$ cat config.mk
export PLATFORM = sky130hd
export DESIGN_NAME = fetch_prefetch_unit
export DESIGN_NICKNAME = d
export VERILOG_FILES = /design/src/rtl/fetch_prefetch_unit.sv
export SDC_FILE = /design/constraint.sdc
export NUM_CORES = 1
export LEC_CHECK = 0
export BUFFER_PORTS_ARGS = -buffer_cell sky130_fd_sc_hd__buf_4
export CAP_MARGIN = 10
export CORE_ASPECT_RATIO = 0.5
export CORE_MARGIN = 2
export CORE_UTILIZATION = 50
export CTS_BUF_LIST = sky130_fd_sc_hd__clkbuf_8
export DETAILED_ROUTE_END_ITERATION = 8
export HOLD_SLACK_MARGIN = 0.1
export PLACE_DENSITY = 0.69
export SLEW_MARGIN = 20
export SYNTH_ARGS = -nofsm -noshare
export SYNTH_HDL_FRONTEND = slang
export SYNTH_SLANG_ARGS = --single-unit
$ cat constraint.sdc
create_clock -name clk -period 6.3 [get_ports clk]
set_input_delay 1.26 -clock clk [delete_from_list [all_inputs] [get_ports clk]]
set_output_delay 1.26 -clock clk [all_outputs]
set_load 0.01 [all_outputs]
$ cat src/rtl/fetch_prefetch_unit.sv
// fetch_prefetch_unit
// Instruction-fetch front end: issues pipelined in-order fetch requests on a
// valid/ready address channel, tags each accepted request with its PC, and
// buffers returned instructions in a prefetch FIFO that feeds Decode.
// A redirect flushes the FIFO and marks every in-flight request stale so its
// response is dropped when it eventually returns.
module fetch_prefetch_unit #(
  parameter int                    ADDR_WIDTH      = 32,
  parameter int                    INST_WIDTH      = 32,
  parameter logic [ADDR_WIDTH-1:0] PC_RESET        = 32'h0000_0000,
  parameter int                    FIFO_DEPTH      = 4,
  parameter int                    MAX_OUTSTANDING = 2
) (
  input  logic                             clk,
  input  logic                             rst_n,
  input  logic                             i_redir,
  input  logic [ADDR_WIDTH-1:0]            i_redir_pc,
  output logic [ADDR_WIDTH-1:0]            o_iaddr,
  output logic                             o_iaddr_vld,
  input  logic                             i_iaddr_rdy,
  input  logic [INST_WIDTH-1:0]            i_inst,
  input  logic                             i_inst_vld,
  input  logic                             i_stall,
  output logic                             o_if_pkt_vld,
  output logic [ADDR_WIDTH+INST_WIDTH-1:0] o_if_pkt_data
);

  localparam int FPW = $clog2(FIFO_DEPTH);
  localparam int TPW = (MAX_OUTSTANDING > 1) ? $clog2(MAX_OUTSTANDING) : 1;
  localparam int TCW = $clog2(MAX_OUTSTANDING + 1);
  localparam logic [TPW-1:0] TAG_LAST = TPW'(MAX_OUTSTANDING - 1);

  // Address channel state
  logic [ADDR_WIDTH-1:0] r_fetch_pc;
  logic [ADDR_WIDTH-1:0] r_iaddr;
  logic                  r_iaddr_vld;
  logic                  r_pend_stale;   // pending address was overtaken by a redirect

  // Tag queue: one {pc, stale} entry per accepted, unanswered request
  logic [ADDR_WIDTH-1:0] r_tag_pc    [MAX_OUTSTANDING];
  logic                  r_tag_stale [MAX_OUTSTANDING];
  logic [TPW-1:0]        r_tag_rd;
  logic [TPW-1:0]        r_tag_wr;
  logic [TCW-1:0]        r_tag_cnt;

  // Prefetch FIFO
  logic [ADDR_WIDTH-1:0] r_fifo_pc   [FIFO_DEPTH];
  logic [INST_WIDTH-1:0] r_fifo_inst [FIFO_DEPTH];
  logic [FPW-1:0]        r_fifo_rd;
  logic [FPW-1:0]        r_fifo_wr;
  logic [FPW:0]          r_fifo_cnt;

  logic                  w_accept;
  logic                  w_rsp;
  logic                  w_fifo_push;
  logic                  w_fifo_pop;
  logic                  w_chan_free;
  logic                  w_permit;
  logic [ADDR_WIDTH-1:0] w_issue_pc;
  logic [TCW-1:0]        w_tag_cnt_nxt;
  logic [FPW:0]          w_fifo_cnt_nxt;

  function automatic logic [TPW-1:0] tag_inc(input logic [TPW-1:0] p);
    return (p == TAG_LAST) ? '0 : p + TPW'(1);
  endfunction

  assign w_accept    = r_iaddr_vld & i_iaddr_rdy;
  // A response with no tag outstanding is a protocol error and is ignored.
  assign w_rsp       = i_inst_vld & (r_tag_cnt != '0);
  assign w_fifo_push = w_rsp & ~r_tag_stale[r_tag_rd] & ~i_redir;
  assign w_fifo_pop  = o_if_pkt_vld & ~i_stall;
  assign w_chan_free = ~r_iaddr_vld | w_accept;
  assign w_issue_pc  = i_redir ? i_redir_pc : r_fetch_pc;

  // Occupancy after this cycle's accept, response and pop; drives issue credit.
  always_comb begin
    // NOTE: every always_comb output gets a default first so no path leaves it
    // unassigned, which would otherwise infer a latch.
    w_tag_cnt_nxt  = r_tag_cnt;
    w_fifo_cnt_nxt = r_fifo_cnt;
    if (w_accept && !w_rsp)      w_tag_cnt_nxt = r_tag_cnt + TCW'(1);
    else if (!w_accept && w_rsp) w_tag_cnt_nxt = r_tag_cnt - TCW'(1);
    if (i_redir)                          w_fifo_cnt_nxt = '0;
    else if (w_fifo_push && !w_fifo_pop)  w_fifo_cnt_nxt = r_fifo_cnt + (FPW+1)'(1);
    else if (!w_fifo_push && w_fifo_pop)  w_fifo_cnt_nxt = r_fifo_cnt - (FPW+1)'(1);
  end

  // Every issued address must have room in the FIFO when its response returns.
  assign w_permit = ((int'(w_fifo_cnt_nxt) + int'(w_tag_cnt_nxt)) < FIFO_DEPTH) &&
                    (int'(w_tag_cnt_nxt) < MAX_OUTSTANDING);

  // Address channel: hold while pending, otherwise issue next (or redirect) PC.
  always_ff @(posedge clk or negedge rst_n) begin
    // NOTE: sequential state uses non-blocking assignments so all registers
    // update from the same pre-edge values, independent of statement order.
    if (!rst_n) begin
      r_fetch_pc   <= PC_RESET;
      r_iaddr      <= PC_RESET;
      r_iaddr_vld  <= 1'b0;
      r_pend_stale <= 1'b0;
    end else begin
      if (w_chan_free) begin
        r_iaddr_vld  <= w_permit;
        r_pend_stale <= 1'b0;
        if (w_permit) r_iaddr <= w_issue_pc;
      end else if (i_redir) begin
        r_pend_stale <= 1'b1;
      end
      if (w_chan_free && w_permit) r_fetch_pc <= w_issue_pc + ADDR_WIDTH'(4);
      else if (i_redir)            r_fetch_pc <= i_redir_pc;
    end
  end

  // Tag queue pointers and occupancy (outstanding count).
  always_ff @(posedge clk or negedge rst_n) begin
    if (!rst_n) begin
      r_tag_rd  <= '0;
      r_tag_wr  <= '0;
      r_tag_cnt <= '0;
    end else begin
      if (w_accept) r_tag_wr <= tag_inc(r_tag_wr);
      if (w_rsp)    r_tag_rd <= tag_inc(r_tag_rd);
      r_tag_cnt <= w_tag_cnt_nxt;
    end
  end

  // Tag storage: redirect poisons all entries; an accept writes a new entry.
  always_ff @(posedge clk) begin
    // NOTE: storage arrays are not reset; occupancy is tracked by the reset
    // pointers/counts, so entries are always written before they are read.
    if (i_redir) begin
      for (int i = 0; i < MAX_OUTSTANDING; i++) r_tag_stale[i] <= 1'b1;
    end
    if (w_accept) begin
      r_tag_pc[r_tag_wr]    <= r_iaddr;
      r_tag_stale[r_tag_wr] <= i_redir | r_pend_stale;
    end
  end

  // FIFO pointers and count; redirect flushes with priority over push/pop.
  always_ff @(posedge clk or negedge rst_n) begin
    if (!rst_n) begin
      r_fifo_rd  <= '0;
      r_fifo_wr  <= '0;
      r_fifo_cnt <= '0;
    end else if (i_redir) begin
      r_fifo_rd  <= '0;
      r_fifo_wr  <= '0;
      r_fifo_cnt <= '0;
    end else begin
      if (w_fifo_push) r_fifo_wr <= r_fifo_wr + FPW'(1);
      if (w_fifo_pop)  r_fifo_rd <= r_fifo_rd + FPW'(1);
      r_fifo_cnt <= w_fifo_cnt_nxt;
    end
  end

  // FIFO storage: capture {tag pc, instruction} for live responses.
  always_ff @(posedge clk) begin
    if (w_fifo_push) begin
      r_fifo_pc[r_fifo_wr]   <= r_tag_pc[r_tag_rd];
      r_fifo_inst[r_fifo_wr] <= i_inst;
    end
  end

  assign o_iaddr       = r_iaddr;
  assign o_iaddr_vld   = r_iaddr_vld;
  assign o_if_pkt_vld  = (r_fifo_cnt != '0);
  assign o_if_pkt_data = o_if_pkt_vld ? {r_fifo_pc[r_fifo_rd], r_fifo_inst[r_fifo_rd]} : '0;

endmodule

==> reports/qor.yml, run 1 <==
status:
  outcome: "finished, final reports clean"
clock_tree:
  cts_max_level: 2
  tritoncts: "done"
  clkTransAtPathRegs_ps: 70
  numClockSinks: 399
  insertion_delay_ps: 590
  numCtsBuffers: 56
  cts_hold_buf: 0
  post_cts_buffers: 0
  post_cts_resize_count: 0
  clockBufferDepth: 3
  clock-root-buffer: "clkbuf_8"
setup_path:
  rrSetupSlack_ps: 2590
  r2r_end: "r_fetch_pc[5]"
  timing.rr.start: "r_tag_rd"
  startpoint_type: "register"
  crit_fanout: 39
  cp-end-kind: "output port"
  critPathRequiredTime_ps: 5040
  cp.arrival_ps: 2980
  reg2reg_depth: 12
  worstSetupPathType: "reg -> out"
  cp-endpoint: "o_if_pkt_data[43]"
  startpoint: "r_fifo_rd[1]"
sta:
  relSlewSlack_pct: 25.8
  hold_violations: 0
  min_period_ps: 4240
  tns_ps: 0
  rsz0062_at_grt: "false"
  fin_skew_ps: 19.1
  whs_ps: 509
  slew_violations: 0
  max_freq_mhz: 236
  finalCritPeriodShare_pct: 67.3
  tightestPinTransition_ps: 1110
  setup_violations: 0
job:
  drv_cap: 0
synth:
  synth_area_leaders: "edfxtp_1, dfrtp_1, mux4_2"
  synth_area_um2: 16100
  yosys.cell_types.count: 60
  synth_top_area_share_pct: 59.6
  syn-num-nets: 1007
  synth_seq_cells: 399
  yosys_warnings: 0
  synth_top_area_cell: "edfxtp_1"
  ys_seq_area_share_pct: 71.8
  synth_edf_count: 320
  ys_async_sr_fraction_pct: 19.3
  synth-main-ff-cell: "edfxtp_1"
  syn_inst: 927
  syn_area_per_cell_um2: 17.4
routing:
  drtAntennaViolNets: 0
  drc: 0
  drt_iter0_drc: 530
  wirelength_um: 32000
  wl_per_cell_um: 20.1
  vias: 8472
  drt-pass1-iter-count: 5
  viasPerCell: 5.32
global_route:
  grt_overflow: 0
  antenna_found_initial: 0
  grtUsageTotal_pct: 19.2
  grt_max_degree: 78
  grt_pass1_vias: 8812
  grt_pass1_wl_um: 49100
final_layout:
  final_core_util_pct: 59.3
  seq_area_um2: 11600
  antenna_cells: 0
  multi_input_area_um2: 4290
  area_growth_pct: 16.7
  n_fill_cell: 2361
  fin_nets: 1200
  layout-drive-gt1-share_pct: 32.3
die:
  die_h_um: 131
  core_area_um2: 31700
  die_x_um: 258
  initial_core_util_pct: 50.8
  dieArea_um2: 33800
  rows: 46
  io_pins: 168
power:
  power_density_nw_per_um2: 434
  leakage_nw: 6.87
  ir_drop_v: 0.000278
placed_design:
  dpl.hpwl_um: 19200
  port_buffers: 167
  place.gp.congestion: 0.775
hold_path:
  hold_class: "reg -> reg"
==> worst min-delay path by stage <==
stage                   start             end  slack, ps  depth (start not counted)
2_1_floorplan  r_tag_stale[0]  r_tag_stale[0]        460                          2
5_1_grt         r_fetch_pc[0]   r_fetch_pc[0]        530                          1
3_3_place_gp   r_tag_stale[0]  r_tag_stale[0]        480                          2
6_report        r_fetch_pc[0]   r_fetch_pc[0]        510                          1
4_1_cts         r_fetch_pc[0]   r_fetch_pc[0]        510                          1
3_5_place_dp    r_fetch_pc[0]   r_fetch_pc[0]        490                          1
==> through the flow <==
stage	setup slack [ps]	power (W)	instances	instance area [um2]
6_report	2060	0.00816	1591	18800
5_1_grt	1900	0.00862	1591	18800
4_1_cts	1960	0.00825	1590	18800
3_5_place_dp	1850	0.00641	1493	17800
3_3_place_gp	1910	0.00633	1493	17800
2_1_floorplan	2220	0.00527	927	16100
==> critical path, stage by stage (launching register included) <==
cell     delay, ps
dfrtp_2       1080
buf_4          530
mux4_2         370
and2_1         200
buf_4          150
==> state kept, by name, summed over array words and instances, names as in the netlist <==
name / flops
r_fifo_inst: 128
r_fifo_pc: 128
r_tag_pc: 64
o_iaddr: 32
r_fetch_pc: 32
r_fifo_cnt: 3
r_fifo_rd: 2
r_fifo_wr: 2
r_tag_cnt: 2
r_tag_stale: 2
o_iaddr_vld: 1
r_pend_stale: 1
r_tag_rd: 1
r_tag_wr: 1
==> layer usage <==
metal	routed length (um)	global-route usage, %
met4	865	6.60
met1	14400	26.3
met3	1250	3.84
met5	0	0
met2	15500	31.3
==> cells in the mapped netlist (all sizes together) (2+ instances only) <==
library cell,n
ha,10
nand3b,5
a21oi,7
a31oi,2
nand3,10
nand2,93
o2111ai,2
and3,3
dfxtp,2
nor2b,8
mux4,64
nor4,7
nor2,24
xor2,10
inv,15
nor3b,2
buf,26
mux2,47
xnor3,2
clkbuf,16
nand4,2
a211oi,2
a32oi,3
dfrtp,77
xnor2,25
o21ai,29
mux2i,18
edfxtp,320
and2,70
nor3,6
nand4b,2
==> cells in the final DEF, fill, tap and decap left out, types with 8 or more instances in the layout <==
cell	n
mux2i_1	17
nor2_1	22
nor2b_1	8
mux2_2	45
clkbuf_8	60
buf_4	176
inv_1	37
nand3_1	9
ha_1	10
xnor2_1	25
clkinv_1	8
xor2_1	10
nand2_1	93
mux4_2	64
edfxtp_1	320
o21ai_0	29
and2_1	66
dfrtp_1	75
==> power breakdown <==
group	leakage [nW]	switching, W	internal [W]
Combinational	2.41	0.00147	0.00121
Clock	0.602	0.000924	0.000910
Sequential	3.86	0.000267	0.00338
Total	6.87	0.00266	0.00550
==> logic make-up (layout without fill, tap and decap cells) <==
kind of cell | Yosys count | in the layout | synth area share [%]
flip-flops | 399 | 399 | 71.8
XOR/XNOR | 37 | 37 | 2.18
AND/OR/NAND/NOR | 240 | 240 | 7.89
adder cells (fa/ha/maj) | 10 | 10 | 0.776
multiplexers | 129 | 129 | 13.5
AO/OA/AOI/OAI | 55 | 55 | 2.17
buffers and inverters | 57 | 289 | 1.68
==> final cells by class <==
class,instances,share of cell area (%)
tap,432,2.87
inverter,15,0.299
sequential,399,61.6
multi-input combinational,471,22.8
timing repair buffer,177,7.17
clock buffer,60,4.39
clock inverter,37,0.905
(Power assumes the default switching activity.)
==> inputs of run 2 (changes only) <==
--- a/config.mk
+++ b/config.mk
@@ -13,7 +13,7 @@
 export CTS_BUF_LIST = sky130_fd_sc_hd__clkbuf_8
 export DETAILED_ROUTE_END_ITERATION = 8
 export HOLD_SLACK_MARGIN = 0.1
-export PLACE_DENSITY = 0.69
+export PLACE_DENSITY = 0.72
 export SLEW_MARGIN = 20
 export SYNTH_ARGS = -nofsm -noshare
 export SYNTH_HDL_FRONTEND = slang
==> constraint.sdc (replaced) <==
create_clock -name clk -period 3.6 [get_ports clk]
set_input_delay 0.72 -clock clk [delete_from_list [all_inputs] [get_ports clk]]
set_output_delay 0.72 -clock clk [all_outputs]
set_load 0.01 [all_outputs]
==> reports/qor.yml, run 2 (synthesis results as in run 1) <==
status:
  outcome: "finished, final reports clean"
final_layout:
  mostFrequentLayoutCells: "edfxtp_1, buf_4, nand2_1"
  fin_cells: 1608  # +1.1%
  antenna_cells: 0  # unchanged
  area_growth_pct: 18.1
  final_area_um2: 19000  # +1.2%
  multi_input_area_um2: 4290  # unchanged
  n_fill_cell: 2347  # -0.59%
  layout-drive-gt1-share_pct: 33.0  # +0.72 points
  fin_nets: 1210  # +0.83%
  layout_commonest_cell: "edfxtp_1"
  seq_area_um2: 11600  # unchanged
  top_regs: "r_fifo_inst (128), r_fifo_pc (128), r_tag_pc (64)"
clock_tree:
  post_cts_buffers: 0  # unchanged
  clock-root-buffer: "clkbuf_8"
  insertion_delay_ps: 600  # about the same
  tritoncts: "done"
  clkTransAtPathRegs_ps: 60  # about the same
  cts_max_level: 2  # unchanged
  cts_hold_buf: 0  # unchanged
  numCtsBuffers: 55  # -1.8%
  post_cts_resize_count: 0  # unchanged
  clockBufferDepth: 3  # unchanged
  numClockSinks: 399  # unchanged
sta:
  setup_violations: 0  # unchanged
  relSlewSlack_pct: 34.7  # +8.9 points
  slew_violations: 0  # unchanged
  tns_ps: 0  # unchanged
  fin_skew_ps: 35.2  # +16.1 ps
  tightestPinTransition_ps: 980  # -133 ps
  max_freq_mhz: 315
  finalCritPeriodShare_pct: 88.2
  min_period_ps: 3180
  hold_violations: 0  # unchanged
  rsz0062_at_grt: "false"
global_route:
  grtUsageTotal_pct: 19.2  # about the same
  grt_overflow: 0  # unchanged
  grt_pass1_vias: 8788  # -0.27%
  grt_max_degree: 78  # unchanged
  grt_pass1_wl_um: 49400  # +0.70%
  antenna_found_initial: 0  # unchanged
setup_path:
  cp.arrival_ps: 2460  # -520 ps
  crit_fanout: 64  # +64%
  cp.buffers_inverters: 2  # unchanged
  slowest_delay_ps: 590  # -490 ps
  worstSetupPathType: "reg -> out"
  cp-end-kind: "output port"
  startpoint_type: "register"
  cp_slowest_cell: "mux4_2"
  critPathRequiredTime_ps: 2880  # -2160 ps
  rrSetupSlack_ps: 520  # -2070 ps
  worst_path_dominant_cell_family: "multiplexers"
  cp_cell_sequence: "buf_12 -> mux4_2 -> and2_1 -> buf_4"
placed_design:
  place.gp.congestion: 0.829  # +7.0%
  postPlaceCellArea_um2: 18000  # +0.93%
  dp_cells: 1505  # +0.80%
  port_buffers: 167  # unchanged
  dpl.hpwl_um: 20300  # +5.8%
routing:
  drtAntennaViolNets: 0  # unchanged
  vias: 8529  # +0.67%
  drt_iter0_drc: 630  # +19%
  drt-pass1-iter-count: 5  # unchanged
  viasPerCell: 5.30  # -0.39%
  wl_per_cell_um: 20.2  # +0.12%
  drc: 0  # unchanged
  wirelength_um: 32400  # +1.2%
die:
  die_h_um: 131  # unchanged
  initial_core_util_pct: 50.8  # unchanged
  dieArea_um2: 33800  # unchanged
  core_area_um2: 31700  # unchanged
  rows: 46  # unchanged
  io_pins: 168  # unchanged
  die_x_um: 258  # unchanged
power:
  power_density_nw_per_um2: 765  # +76%
  ir_drop_v: 0.000617  # +120%
  power.total_w: 0.0146  # +78%
  leakage_nw: 6.97  # +1.5%
job:
  drv_cap: 0  # unchanged
hold_path:
  hold_class: "in -> async"
[run 2: cell types whose count changed in the layout (fill, tap and decap cells not counted), sizes merged]
| cell | change |
|---|---|
| buf | +11 |
| clkinvlp | +1 |
| clkbuf | +1 |
| bufinv | +2 |
| clkinv | +2 |
[run 2: stage by stage]
stage / utilization, % / hold slack (ps) / setup slack, ps
after floorplan: - / 424 / 61.7
after global placement: 56.6 / 482 / 375
after detailed placement: 56.6 / 487 / 300
after CTS: 60.0 / 286 / 360
after global routing: 60.0 / 290 / 236
final: 60.0 / 277 / 423
[run 2: power by group]
part / total [W] / switching [W] / internal (W) / leakage (nW)
Clock: 0.00340 / 0.00164 / 0.00177 / 0.638
Sequential: 0.00630 / 0.000386 / 0.00591 / 3.86
Combinational: 0.00485 / 0.00267 / 0.00218 / 2.47
[run 2: worst paths after layout]
check                           cells after the start           from                  to
worst max-delay path                                4   r_fifo_rd[0]    o_if_pkt_data[1]
worst min register to register                      0    o_iaddr[11]     r_tag_pc[0][11]
min in group clk                                    1     i_inst[26]  r_fifo_inst[0][26]
worst min-delay path                                1          rst_n      r_fetch_pc[19]
worst max register to register                     13  r_fifo_cnt[0]       r_fetch_pc[5]
max in group asynchronous                           1          rst_n        r_fifo_rd[0]
[run 2: final cells by class]
type                       count  share of cell area [%]
tap                          432                    2.84
clock inverter                42                    1.28
timing repair buffer         188                    7.81
multi-input combinational    471                    22.5
inverter                      15                   0.296
clock buffer                  61                    4.41
sequential                   399                    60.8
[run 2: routing by layer]
layer	part of all wire [%]	track usage [%]	routed length, um	vias up
met5	0	0	0	-
met4	2.2	5.78	721	0
met3	4.0	3.59	1300	58
met2	48	31.2	15500	193
met1	46	26.8	14900	4358
li1	-	-	-	3920
==> inputs of run 3 (changes only) <==
--- a/config.mk
+++ b/config.mk
@@ -14,6 +14,7 @@
 export DETAILED_ROUTE_END_ITERATION = 8
 export HOLD_SLACK_MARGIN = 0.1
 export PLACE_DENSITY = 0.72
+export RECOVER_POWER = 50
 export SLEW_MARGIN = 20
 export SYNTH_ARGS = -nofsm -noshare
 export SYNTH_HDL_FRONTEND = slang
==> reports/qor.yml, run 3 (synthesis results as in run 1) <==
clock_tree:
  clockBufferDepth: 3  # unchanged
  post_cts_resize_count: 0  # unchanged
  cts_hold_buf: 0  # unchanged
  cts_max_level: 2  # unchanged
  numClockSinks: 399  # unchanged
  clkTransAtPathRegs_ps: 60  # about the same
  insertion_delay_ps: 600  # about the same
  post_cts_buffers: 0  # unchanged
  tritoncts: "done"
  numCtsBuffers: 55  # unchanged
  clock-root-buffer: "clkbuf_8"
sta:
  hold_violations: 0  # unchanged
  rsz0062_at_grt: "false"
  slew_violations: 181  # +181
  setup_violations: 0  # unchanged
  fin_skew_ps: 38.2  # +2.96 ps
  relSlewSlack_pct: -28.6  # -63 points
  whs_ps: 389  # +112 ps
  max_freq_mhz: 314  # -0.24%
  min_period_ps: 3180  # +7.54 ps
  tightestPinTransition_ps: 1930  # +949 ps
  tns_ps: 0  # unchanged
  layout_setup_ws_ps: 416  # -7.54 ps
  finalCritPeriodShare_pct: 88.5  # +0.21 points
setup_path:
  cp_slowest_cell: "mux4_2"
  cp.arrival_ps: 2460  # about the same
  cp_cell_sequence: "buf_12 -> mux4_2 -> and2_1 -> buf_4"
  crit_fanout: 64  # unchanged
  critPathRequiredTime_ps: 2880  # about the same
  startpoint_type: "register"
  worstSetupPathType: "reg -> out"
  cp-end-kind: "output port"
  slowest_delay_ps: 590  # about the same
routing:
  vias: 8538  # +0.11%
  drc: 0  # unchanged
  wirelength_um: 32400  # about the same
  drt_iter0_drc: 575  # -8.7%
  wl_per_cell_um: 20.1  # about the same
  drtAntennaViolNets: 0  # unchanged
  viasPerCell: 5.31  # +0.11%
  drt-pass1-iter-count: 5  # unchanged
die:
  rows: 46  # unchanged
  die_x_um: 258  # unchanged
  die_h_um: 131  # unchanged
  dieArea_um2: 33800  # unchanged
  io_pins: 168  # unchanged
  initial_core_util_pct: 50.8  # unchanged
  core_area_um2: 31700  # unchanged
power:
  p_comb_share_pct: 33.0  # -0.3 points
  seqPwrFrac_pct: 43.5  # +0.2 points
  p_int_w: 0.00980  # -0.62%
  power_density_nw_per_um2: 767  # +0.36%
  power.switching_w: 0.00469  # about the same
  p_sw_share_pct: 32.4  # +0.13 points
  ir_drop_v: 0.000619  # +0.41%
  leakage_nw: 6.83  # -1.9%
  pwr-share-clk_pct: 23.5  # about the same
final_layout:
  layout-drive-gt1-share_pct: 27.6  # -5.4 points
  layout_commonest_cell: "edfxtp_1"
  fin_cells: 1608  # unchanged
  antenna_cells: 0  # unchanged
  mostFrequentLayoutCells: "edfxtp_1, buf_4, nand2_1"
  area_growth_pct: 17.2
  top_regs: "r_fifo_inst (128), r_fifo_pc (128), r_tag_pc (64)"
  fin_nets: 1210  # unchanged
global_route:
  grtUsageTotal_pct: 19.2  # unchanged
  antenna_found_initial: 0  # unchanged
  grt_pass1_vias: 8788  # unchanged
  grt_max_degree: 78  # unchanged
  grt_pass1_wl_um: 49400  # unchanged
  grt_overflow: 0  # unchanged
placed_design:
  dpl.hpwl_um: 20300  # unchanged
  place.gp.congestion: 0.829  # unchanged
  port_buffers: 167  # unchanged
  dp_slack_ps: 300  # unchanged
  dp_cells: 1505  # unchanged
job:
  drv_cap: 4  # +4
status:
  outcome: "finished with violations"
  violations: "capacitance limit, slew limit"
hold_path:
  hold_class: "in -> reg"
run 3: changes by cell type in the layout (fill, tap and decap cells not counted), sizes merged:
cell    previous run  this run
clkbuf            61        99
buf              188       150
run 3: power groups by stage:
| stage | Combinational (W) | Clock, W | Sequential [W] |
|---|---|---|---|
| floorplan | 0.00290 | 0 | 0.00631 |
| global placement | 0.00479 | 0 | 0.00635 |
| detailed placement | 0.00491 | 0 | 0.00639 |
| CTS | 0.00492 | 0.00349 | 0.00629 |
| global route | 0.00520 | 0.00369 | 0.00637 |
| finish | 0.00478 | 0.00340 | 0.00631 |
run 3: critical path, delay by kind of cell (launching register included):
kind	cells	cell delay (ps)
AND/OR/NAND/NOR	1	190
buffers and inverters	2	580
multiplexers	1	590
flip-flops	1	440
run 3: worst paths after layout:
kind	startpoint	slack [ps]	to	depth (start not counted)
hold / removal	i_inst[26]	390	r_fifo_inst[0][26]	1
hold reg to reg	o_iaddr[11]	500	r_tag_pc[0][11]	0
setup / recovery	r_fifo_rd[0]	420	o_if_pkt_data[1]	4
min in group asynchronous	rst_n	650	r_fetch_pc[19]	1
setup reg to reg	r_fifo_cnt[0]	520	r_fetch_pc[5]	13
max in group asynchronous	rst_n	1570	r_fifo_rd[0]	1
run 3: through the flow:
step           total power [W]  area (um2)  utilization [%]
3_3_place_gp            0.0111       18000             56.6
4_1_cts                 0.0147       19000             60.0
6_report                0.0145       18900             59.6
3_5_place_dp            0.0113       18000             56.6
2_1_floorplan          0.00922       16100                -
5_1_grt                 0.0153       18900             59.6
run 3: final cells by class:
| type | count | area, um2 |
|---|---|---|
| flip-flops and latches | 399 | 11600 |
| clock inverters | 42 | 244 |
| fillers | 2378 | 12800 |
| clock buffers | 61 | 840 |
| inverters | 15 | 56.3 |
| repair buffers | 188 | 1350 |
| well taps | 432 | 541 |
| multi-input cells | 471 | 4280 |
run 3: layer usage:
metal / global-route usage (%) / part of all wire, %
met1: 26.8 / 46
met2: 31.2 / 48
met3: 3.59 / 4.0
met4: 5.78 / 2.2
met5: 0 / 0
